--- src/rtl/mult_pkg.sv ---
// Shared types and default sizing for the iterative multiplier.
package mult_pkg;

  localparam int MULT_WIDTH_DEF = 32;
  localparam int MULT_RADIX_DEF = 2;

  typedef enum logic [1:0] {
    ST_IDLE  = 2'd0,
    ST_RUN   = 2'd1,
    ST_FIXUP = 2'd2
  } mult_state_e;

endpackage

--- src/rtl/mult_digit_pp.sv ---
// One-digit partial product: digit x multiplicand, truncated to 2*WIDTH bits.
module mult_digit_pp
  import mult_pkg::*;
#(
  parameter int WIDTH      = MULT_WIDTH_DEF,
  parameter int RADIX_BITS = MULT_RADIX_DEF
) (
  input  logic [RADIX_BITS-1:0] digit,
  input  logic [2*WIDTH-1:0]    mcand,
  output logic [2*WIDTH-1:0]    pp
);

  // Shift-and-add over the digit bits; at most four terms.
  always_comb begin
    pp = '0;
    for (int i = 0; i < RADIX_BITS; i++)
      if (digit[i]) pp = pp + (mcand << i);
  end

endmodule

--- src/rtl/iter_multiplier.sv ---
// Iterative signed/unsigned multiply-accumulate, RADIX_BITS multiplier bits per cycle.
// Sign handling is done on magnitudes; the product is negated in FIXUP.
// Optional macro MULT_EARLY_TERM_EN: leave RUN as soon as the remaining
// multiplier is zero instead of always running WIDTH/RADIX_BITS cycles.
module iter_multiplier
  import mult_pkg::*;
#(
  parameter int WIDTH      = MULT_WIDTH_DEF,
  parameter int RADIX_BITS = MULT_RADIX_DEF
) (
  input  logic               clk,
  input  logic               Nrst,
  input  logic               start,
  input  logic               abort,
  input  logic               is_signed,
  input  logic               accumulate,
  input  logic [WIDTH-1:0]   in0,
  input  logic [WIDTH-1:0]   in1,
  input  logic [2*WIDTH-1:0] acc_in,
  output logic               busy,
  output logic               done,
  output logic [2*WIDTH-1:0] result
);

  localparam int NDIG = WIDTH / RADIX_BITS;
  localparam int CW   = $clog2(NDIG + 1);
  localparam int PW   = 2 * WIDTH;

  if (!(RADIX_BITS == 1 || RADIX_BITS == 2 || RADIX_BITS == 4) ||
      (WIDTH % RADIX_BITS) != 0) begin : g_param_chk
    $fatal(1, "iter_multiplier: illegal WIDTH/RADIX_BITS combination");
  end

  mult_state_e      state, state_nxt;
  logic [WIDTH-1:0] mplier, mplier_sh, mag0, mag1;
  logic [PW-1:0]    mcand, sum, acc_q, pp;
  logic [CW-1:0]    cnt;
  logic             sign_q, accum_q;
  logic             accept, step, fix, run_last;

  assign mag0      = (is_signed && in0[WIDTH-1]) ? -in0 : in0;
  assign mag1      = (is_signed && in1[WIDTH-1]) ? -in1 : in1;
  assign mplier_sh = mplier >> RADIX_BITS;

`ifdef MULT_EARLY_TERM_EN
  assign run_last = (cnt == CW'(1)) || (mplier_sh == '0);
`else
  assign run_last = (cnt == CW'(1));
`endif

  mult_digit_pp #(
    .WIDTH      (WIDTH),
    .RADIX_BITS (RADIX_BITS)
  ) u_pp (
    .digit (mplier[RADIX_BITS-1:0]),
    .mcand (mcand),
    .pp    (pp)
  );

  // State register.
  always_ff @(posedge clk or negedge Nrst) begin
    if (!Nrst) state <= ST_IDLE;
    else       state <= state_nxt;
  end

  // Next-state: abort wins over both start and FIXUP.
  always_comb begin
    state_nxt = state;
    unique case (state)
      ST_IDLE:  if (start && !abort) state_nxt = ST_RUN;
      ST_RUN:   if (abort) state_nxt = ST_IDLE;
                else if (run_last) state_nxt = ST_FIXUP;
      ST_FIXUP: state_nxt = ST_IDLE;
      default:  state_nxt = ST_IDLE;
    endcase
  end

  // Per-state control strobes.
  always_comb begin
    busy   = (state != ST_IDLE);
    accept = (state == ST_IDLE)  && start && !abort;
    step   = (state == ST_RUN)   && !abort;
    fix    = (state == ST_FIXUP) && !abort;
  end

  // Operand capture at acceptance, then one digit retired per RUN cycle.
  always_ff @(posedge clk or negedge Nrst) begin
    if (!Nrst) begin
      mplier  <= '0;
      mcand   <= '0;
      sum     <= '0;
      acc_q   <= '0;
      cnt     <= '0;
      sign_q  <= 1'b0;
      accum_q <= 1'b0;
    end else if (accept) begin
      mplier  <= mag0;
      mcand   <= {{WIDTH{1'b0}}, mag1};
      sum     <= '0;
      acc_q   <= acc_in;
      cnt     <= CW'(NDIG);
      sign_q  <= is_signed && (in0[WIDTH-1] ^ in1[WIDTH-1]);
      accum_q <= accumulate;
    end else if (step) begin
      sum    <= sum + pp;
      mplier <= mplier_sh;
      mcand  <= mcand << RADIX_BITS;
      cnt    <= cnt - CW'(1);
    end
  end

  // Sign fix-up and accumulate; result holds until the next FIXUP.
  always_ff @(posedge clk or negedge Nrst) begin
    if (!Nrst) begin
      done   <= 1'b0;
      result <= '0;
    end else begin
      done <= fix;
      if (fix) result <= (sign_q ? -sum : sum) + (accum_q ? acc_q : '0);
    end
  end

endmodule

--- config.mk ---
export PLATFORM = sky130hd
export DESIGN_NAME = iter_multiplier
export DESIGN_NICKNAME = d
export VERILOG_FILES = /design/src/rtl/mult_pkg.sv /design/src/rtl/mult_digit_pp.sv /design/src/rtl/iter_multiplier.sv
export SDC_FILE = /design/constraint.sdc
export NUM_CORES = 1
export LEC_CHECK = 0
export CAP_MARGIN = 10
export CORE_MARGIN = 4
export CORE_UTILIZATION = 55
export CTS_CLUSTER_DIAMETER = 200
export DETAILED_ROUTE_END_ITERATION = 10
export PLACE_DENSITY = 0.76
export SLEW_MARGIN = 20
export SYNTH_ARGS = -nofsm -noshare
export SYNTH_HDL_FRONTEND = slang
export SYNTH_SLANG_ARGS = --single-unit
--- constraint.sdc ---
create_clock -name clk -period 8.9 [get_ports clk]
set_input_delay 1.78 -clock clk [delete_from_list [all_inputs] [get_ports clk]]
set_output_delay 1.78 -clock clk [all_outputs]
set_load 0.02 [all_outputs]
==> flow_summary_export.csv, run 1 <==
group,metric,value,unit
cts,cts-htree-levels,2,
critical_path,max_stage_delay,600,ps
cts,insertion_delay,560,ps
sta,slew-limit-headroom,34.5,%
critical_path,path_common_cell,"o21ai_0",
die,rows,80,
critical_path,cp.arrival,7380,ps
sta,worstMarginPinSlew,983,ps
cts,cts_tree,"built",
cts,postCtsSetupBuffers,0,
place,finalWeightedCongestion,0.935,
min_path,min_path_type,"reg2reg",
logic_synthesis,synth_edf_count,0,
global_route,grt_pass1_wl,124000,um
detailed_routing,wire_per_inst,18.0,um
critical_path,crit_buf_inv,2,
critical_path,cp-endpoint,"sum[63]",
global_route,gr-total-overflow,0,
min_path,hold_depth,2,
sta,period_minus_slack,6990,ps
critical_path,cp_max_fo,29,
pwr,fin_total_pwr,7.90,mW
critical_path,ff2ff_setup_slack,1910,ps
sta,fmax,143,MHz
cts,cts-root-buf,"clkbuf_16",
pwr,p_per_area,264,nW/um2
logic_synthesis,netlist_area,26600,um2
global_route,grt_antenna_before_repair,0,
die,start_util,55.7,%
logic_synthesis,synth_ff_type,"dfrtp_1",
critical_path,worstRegToRegCells,27,
logic_synthesis,synth_fp_nets,3784,
cells_and_area,drive_gt1_share,4.02,%
logic_synthesis,async_flop_share,100,%
sta,tns,0,ps
critical_path,r2r_start,"mplier[0]",
critical_path,crit_type,"reg2reg",
status,outcome,"complete, no violations",
cells_and_area,antenna_cells,0,
logic_synthesis,synthCells,3476,
die,die-height,228,um
critical_path,cp.depth,27,
cts,cts_inserted_buffers,36,
global_route,grt_max_degree,161,
flow_run,cap_violations,0,
critical_path,worst_path_max_delay_cell,"dfrtp_4",
die,core_area,47700,um2
die,dieWidth,228,um
logic_synthesis,syn_avg_cell_area,7.65,um2
cts,post_cts_resized,0,
detailed_routing,firstDrtPassIters,5,
cells_and_area,syn2layout_area_growth,12.7,%
sta,hold_viol,0,
detailed_routing,drt_wl_total,74600,um
cts,clockBufferDepth,3,
pwr,leakage,13.6,nW
sta,clock_skew,30.5,ps
sta,finalSetupViolCount,0,
cts,clkTransAtPathRegs,60,ps
place,io_buffers,199,
cells_and_area,final_nets,3820,
place,place_area,28700,um2
detailed_routing,drt-vias-per-instance,6.08,
critical_path,worst_setup_path_start_kind,"register",
logic_synthesis,ys_warn_count,0,
critical_path,worstPathRequired,9290,ps
critical_path,critPathLaunch,"mplier[0]",
die,design.portCount,200,
critical_path,crit_path_end_kind,"register",
place,place.detailed.hpwl,56000,um
sta,whs,466,ps
detailed_routing,drt_iter0_markers,1817,
critical_path,critical_path.top_delay_family,"compound AO/OA/AOI/OAI gates",
logic_synthesis,ys_seq_area_share,28.0,%
sta,slew_viol_final,0,
sta,rsz0062_at_grt,"no",
sta,worst_slack,1910,ps
global_route,grt_pass1_vias,24034,
sta,period_share,78.5,%
detailed_routing,num_vias,25219,
global_route,grt_use_total,27.9,%
detailed_routing,ant_nets,0,
die,die_area,51900,um2
pwr,ir_drop,0.000133,V
logic_synthesis,synth_cell_types,79,
cells_and_area,final_cell_area,30000,um2
place,pre_cts_slack,1890,ps
critical_path,r2r_end,"sum[63]",
logic_synthesis,synth-seq-cells,298,
cts,numClockSinks,298,
cts,hold_buffers,0,
detailed_routing,route.detailed.drc,0,
cells in the final DEF, fill, tap and decap left out, drive strengths merged, types with 14 or more instances in the layout:
| cell type | netlist | routed |
|---|---|---|
| and2 | 114 | 114 |
| nand2 | 663 | 663 |
| a22o | 27 | 27 |
| nor2 | 177 | 177 |
| xor2 | 121 | 121 |
| clkdlybuf4s50 | 0 | 198 |
| buf | 15 | 18 |
| nand2b | 35 | 35 |
| nor2b | 39 | 39 |
| o21ai | 319 | 319 |
| o21a | 22 | 22 |
| a22oi | 28 | 28 |
| ha | 171 | 171 |
| mux2 | 29 | 29 |
| nor4 | 24 | 24 |
| a21oi | 271 | 271 |
| nand4 | 46 | 46 |
| xnor2 | 208 | 208 |
| or3 | 31 | 31 |
| o31ai | 45 | 45 |
| dfrtp | 298 | 298 |
| nor4b | 14 | 14 |
| inv | 70 | 72 |
| clkbuf | 203 | 41 |
| nor3 | 31 | 31 |
| o21bai | 33 | 33 |
| a31oi | 64 | 64 |
| and3 | 26 | 26 |
| nand3 | 56 | 56 |
| a21o | 115 | 115 |
routing by layer:
layer / global-route usage, % / up-vias / wire length (um)
met5: 0 / - / 0
met4: 7.25 / 0 / 1670
met3: 3.66 / 123 / 4750
met2: 42.5 / 891 / 32200
met1: 41.9 / 11832 / 35900
li1: - / 12373 / -
metrics by stage:
step                      cells  utilization [%]
after floorplan            3476                -
after global placement     4088             60.1
after detailed placement   4088             60.1
after CTS                  4148             62.7
after global routing       4149             62.8
final                      4149             62.8
logic make-up (layout without fill, tap and decap cells):
kind of cell | after synthesis | after routing | share of synthesized area [%]
simple gates | 1297 | 1297 | 22.7
compound gates | 1054 | 1054 | 24.5
xor+xnor | 329 | 329 | 10.8
flops | 298 | 298 | 28.0
buf+inv | 289 | 347 | 4.12
fa+ha+maj | 176 | 176 | 8.35
mux | 33 | 33 | 1.38
state kept, by name (all words and copies together) (netlist names):
signal / cells
acc_q: 64
accum_q: 1
cnt: 5
done: 1
mcand: 64
mplier: 32
result: 64
sign_q: 1
state: 2
sum: 64
cells in the mapped netlist (9+ instances only):
library cell	count	share of area (%)
or2_2	9	0.21
nand4_1	46	1.1
inv_1	70	0.99
a21oi_1	271	5.1
and3_1	26	0.61
buf_1	9	0.13
a211oi_1	13	0.37
mux2_2	29	1.2
nand3_1	56	1.1
nor4b_1	13	0.43
nor3_1	30	0.56
xor2_1	121	4.0
o22ai_1	9	0.21
nor2_1	177	2.5
a22oi_1	28	0.79
a31oi_1	64	1.5
dfrtp_1	298	28
ha_1	171	8.0
clkbuf_1	203	2.9
nand2_1	663	9.4
o41ai_1	13	0.43
or3_1	27	0.64
o21ai_0	316	5.9
xnor2_1	208	6.9
o21a_1	22	0.62
o31ai_1	44	1.2
nor2b_1	39	0.92
and2_1	112	2.6
a21o_1	115	3.2
or4_1	10	0.28
a22o_1	27	0.89
nor4_1	24	0.56
nand2b_1	33	0.78
o32ai_1	10	0.33
a21boi_0	12	0.34
o21bai_1	33	0.93
worst min path at each step:
stage	start	to	slack, ps
5_1_grt	acc_q[44]	acc_q[44]	490
4_1_cts	acc_q[9]	acc_q[9]	470
6_report	acc_q[9]	acc_q[9]	470
2_1_floorplan	acc_q[0]	acc_q[0]	440
3_3_place_gp	acc_q[20]	acc_q[20]	450
3_5_place_dp	acc_q[28]	acc_q[28]	450
final cells by class:
class,instances,area (um2)
sequential,298,7460
inverter,71,267
clock buffer,41,950
fill,4211,17800
timing repair buffer,216,2160
tap,615,769
clock inverter,19,303
multi-input combinational,2889,18100
report_power, final:
part	leakage [nW]	switching [mW]	internal, mW
Combinational	9.07	2.49	1.71
Sequential	3.89	0.489	1.65
Clock	0.603	0.591	0.971
Total	13.6	3.57	4.33
worst reg2reg max path, stage by stage (launching register included):
cell,delay [ps]
dfrtp_4,600
nand2_1,110
inv_1,70
ha_1,150
inv_1,60
fa_1,450
o21ai_0,260
a22oi_1,140
o21ai_0,370
a22oi_1,220
o31a_1,380
o21ai_0,390
or3_1,220
nor2b_1,200
xor2_1,80
mux2_2,300
ha_1,360
nand2_1,130
o21a_1,230
nor2b_1,130
a22o_1,190
a21o_1,160
a21boi_0,340
o21ai_0,260
o31ai_1,350
a211oi_1,160
o311ai_0,390
o211ai_1,140
(Power assumes the default switching activity.)
==> inputs of run 2 (changes only) <==
PLACE_DENSITY = 0.79   (was 0.76)
clock period = 5.9 ns   (was 8.9 ns; I/O delays follow)
==> flow_summary_export.csv, run 2 (synthesis results as in run 1) <==
group,metric,value,unit
status,outcome,"complete, no violations",
detailed_routing,ant_nets,0,
cells_and_area,syn2layout_area_growth,15.5,%
sta,worstMarginPinSlew,1070,ps
global_route,grt_use_total,26.1,%
cts,cts_inserted_buffers,36,
detailed_routing,wire_per_inst,16.9,um
critical_path,worstPathRequired,6330,ps
cts,cts-htree-levels,2,
sta,hold_viol,0,
global_route,grt_antenna_before_repair,0,
sta,rsz0062_at_grt,"yes",
sta,slew-limit-headroom,28.7,%
cells_and_area,antenna_cells,0,
die,die_area,51900,um2
sta,period_share,96.1,%
sta,whs,467,ps
sta,fmax,176,MHz
cts,cts-root-buf,"clkbuf_16",
critical_path,cp.arrival,6100,ps
place,io_buffers,199,
cts,numClockSinks,298,
detailed_routing,drt-vias-per-instance,5.97,
die,dieWidth,228,um
sta,period_minus_slack,5670,ps
die,design.portCount,200,
global_route,gr-total-overflow,0,
pwr,fin_total_pwr,12.2,mW
flow_run,cap_violations,0,
die,start_util,55.7,%
cells_and_area,drive_gt1_share,6.65,%
cts,insertion_delay,560,ps
cts,hold_buffers,0,
critical_path,cp_max_fo,5,
critical_path,crit_path_end_kind,"register",
cells_and_area,fill_cells,4053,
pwr,p_per_area,399,nW/um2
cts,clockBufferDepth,3,
sta,clock_skew,25.9,ps
die,die-height,228,um
cells_and_area,final_nets,3863,
cells_and_area,final_common_cell,"nand2_1",
global_route,grt_max_degree,163,
place,finalWeightedCongestion,0.969,
detailed_routing,num_vias,25041,
die,rows,80,
critical_path,crit_type,"reg2reg",
pwr,ir_drop,0.000225,V
min_path,min_path_type,"reg2reg",
sta,finalSetupViolCount,0,
detailed_routing,route.detailed.drc,0,
pwr,leakage,13.9,nW
global_route,grt_pass1_wl,116000,um
die,core_area,47700,um2
cells_and_area,layout_common_cells,"nand2_1 (659), o21ai_0 (306), dfrtp_1 (295)",
global_route,grt_pass1_vias,23214,
critical_path,worst_setup_path_start_kind,"register",
sta,slew_viol_final,0,
detailed_routing,firstDrtPassIters,6,
detailed_routing,drt_wl_total,70800,um
place,place.detailed.hpwl,52200,um
cts,clkTransAtPathRegs,60,ps
cts,cts_tree,"built",
detailed_routing,drt_iter0_markers,2092,
==> run 2: changes by cell type in the layout (fill, tap and decap cells not counted), moves of 4 or more <==
cell | previous run | this run
buf_4 | 13 | 53
o21ai_0 | 316 | 306
ha_1 | 171 | 162
a211oi_1 | 13 | 8
a211oi_2 | 0 | 5
a21oi_1 | 271 | 266
a21oi_2 | 0 | 5
ha_4 | 0 | 5
o21ai_2 | 0 | 5
ha_2 | 0 | 4
o21ai_1 | 3 | 7
==> run 2: through the flow <==
step	area, um2	setup slack, ps	utilization [%]	setup TNS [ps]	cells
floorplan	26800	-116	-	-201	3476
global placement	29200	89.7	61.1	0	4123
detailed placement	29200	-48.7	61.1	-48.7	4123
CTS	30500	23.8	63.8	0	4187
global route	30700	-103	64.3	-284	4196
finish	30700	229	64.3	0	4196
==> run 2: repair_timing <==
| action | CTS | global route |
|---|---|---|
| setup buffers | 0 | 8 |
| gates resized for setup | 1 | 40 |
| cloned | 0 | 1 |
| endpoints found under the setup margin | 1 | 19 |
| pin swaps | 0 | 16 |
==> run 2: power by group <==
part           switching, mW  total, mW  internal (mW)  leakage, nW
sequential             0.624       3.12           2.49         3.89
combinational           3.89       6.69           2.79         9.34
clock                  0.940       2.44           1.50        0.620
total                   5.46       12.2           6.79         13.9
==> run 2: critical path, stage by stage (launching register included) <==
cell	delay, ps
dfrtp_4	510
nand2_2	90
inv_2	40
ha_4	150
inv_2	50
fa_2	290
nor2b_4	70
maj3_1	340
nand3_1	100
a311o_1	280
and2_4	190
nor2_1	40
nor2_1	240
xnor2_1	150
nand2_1	80
xor2_1	170
ha_1	350
nand2_1	120
nor2_2	150
nand4_1	210
or3_1	430
o21ba_4	250
o41a_1	380
o21ai_2	240
nand2_2	110
a211oi_2	220
xor2_1	90
a22o_1	180
==> run 2: layout make-up <==
| type | count | area, um2 | area share, % |
|---|---|---|---|
| inverter | 71 | 267 | 0.868 |
| timing repair buffer | 259 | 2540 | 8.27 |
| multi-input combinational | 2889 | 18400 | 59.9 |
| clock inverter | 19 | 303 | 0.986 |
| tap | 615 | 769 | 2.51 |
| sequential | 298 | 7460 | 24.3 |
| clock buffer | 45 | 985 | 3.21 |
==> run 2: layer usage <==
layer,GRT usage (%),wire [um],vias up
li1,-,-,12494
met1,39.4,33800,11598
met2,39.3,30200,833
met3,3.24,4780,116
met4,7.63,1990,0
met5,0,0,-
==> run 2: worst paths after layout <==
check / start / to / slack (ps) / cells after the start
setup / recovery: mplier[0] / sum[62] / 230 / 27
hold / removal: acc_q[42] / acc_q[42] / 470 / 2
setup reg to reg: mplier[0] / sum[62] / 230 / 27
max in group asynchronous: Nrst / sum[60] / 4240 / 2
hold reg to reg: acc_q[42] / acc_q[42] / 470 / 2
min in group asynchronous: Nrst / mplier[0] / 590 / 1
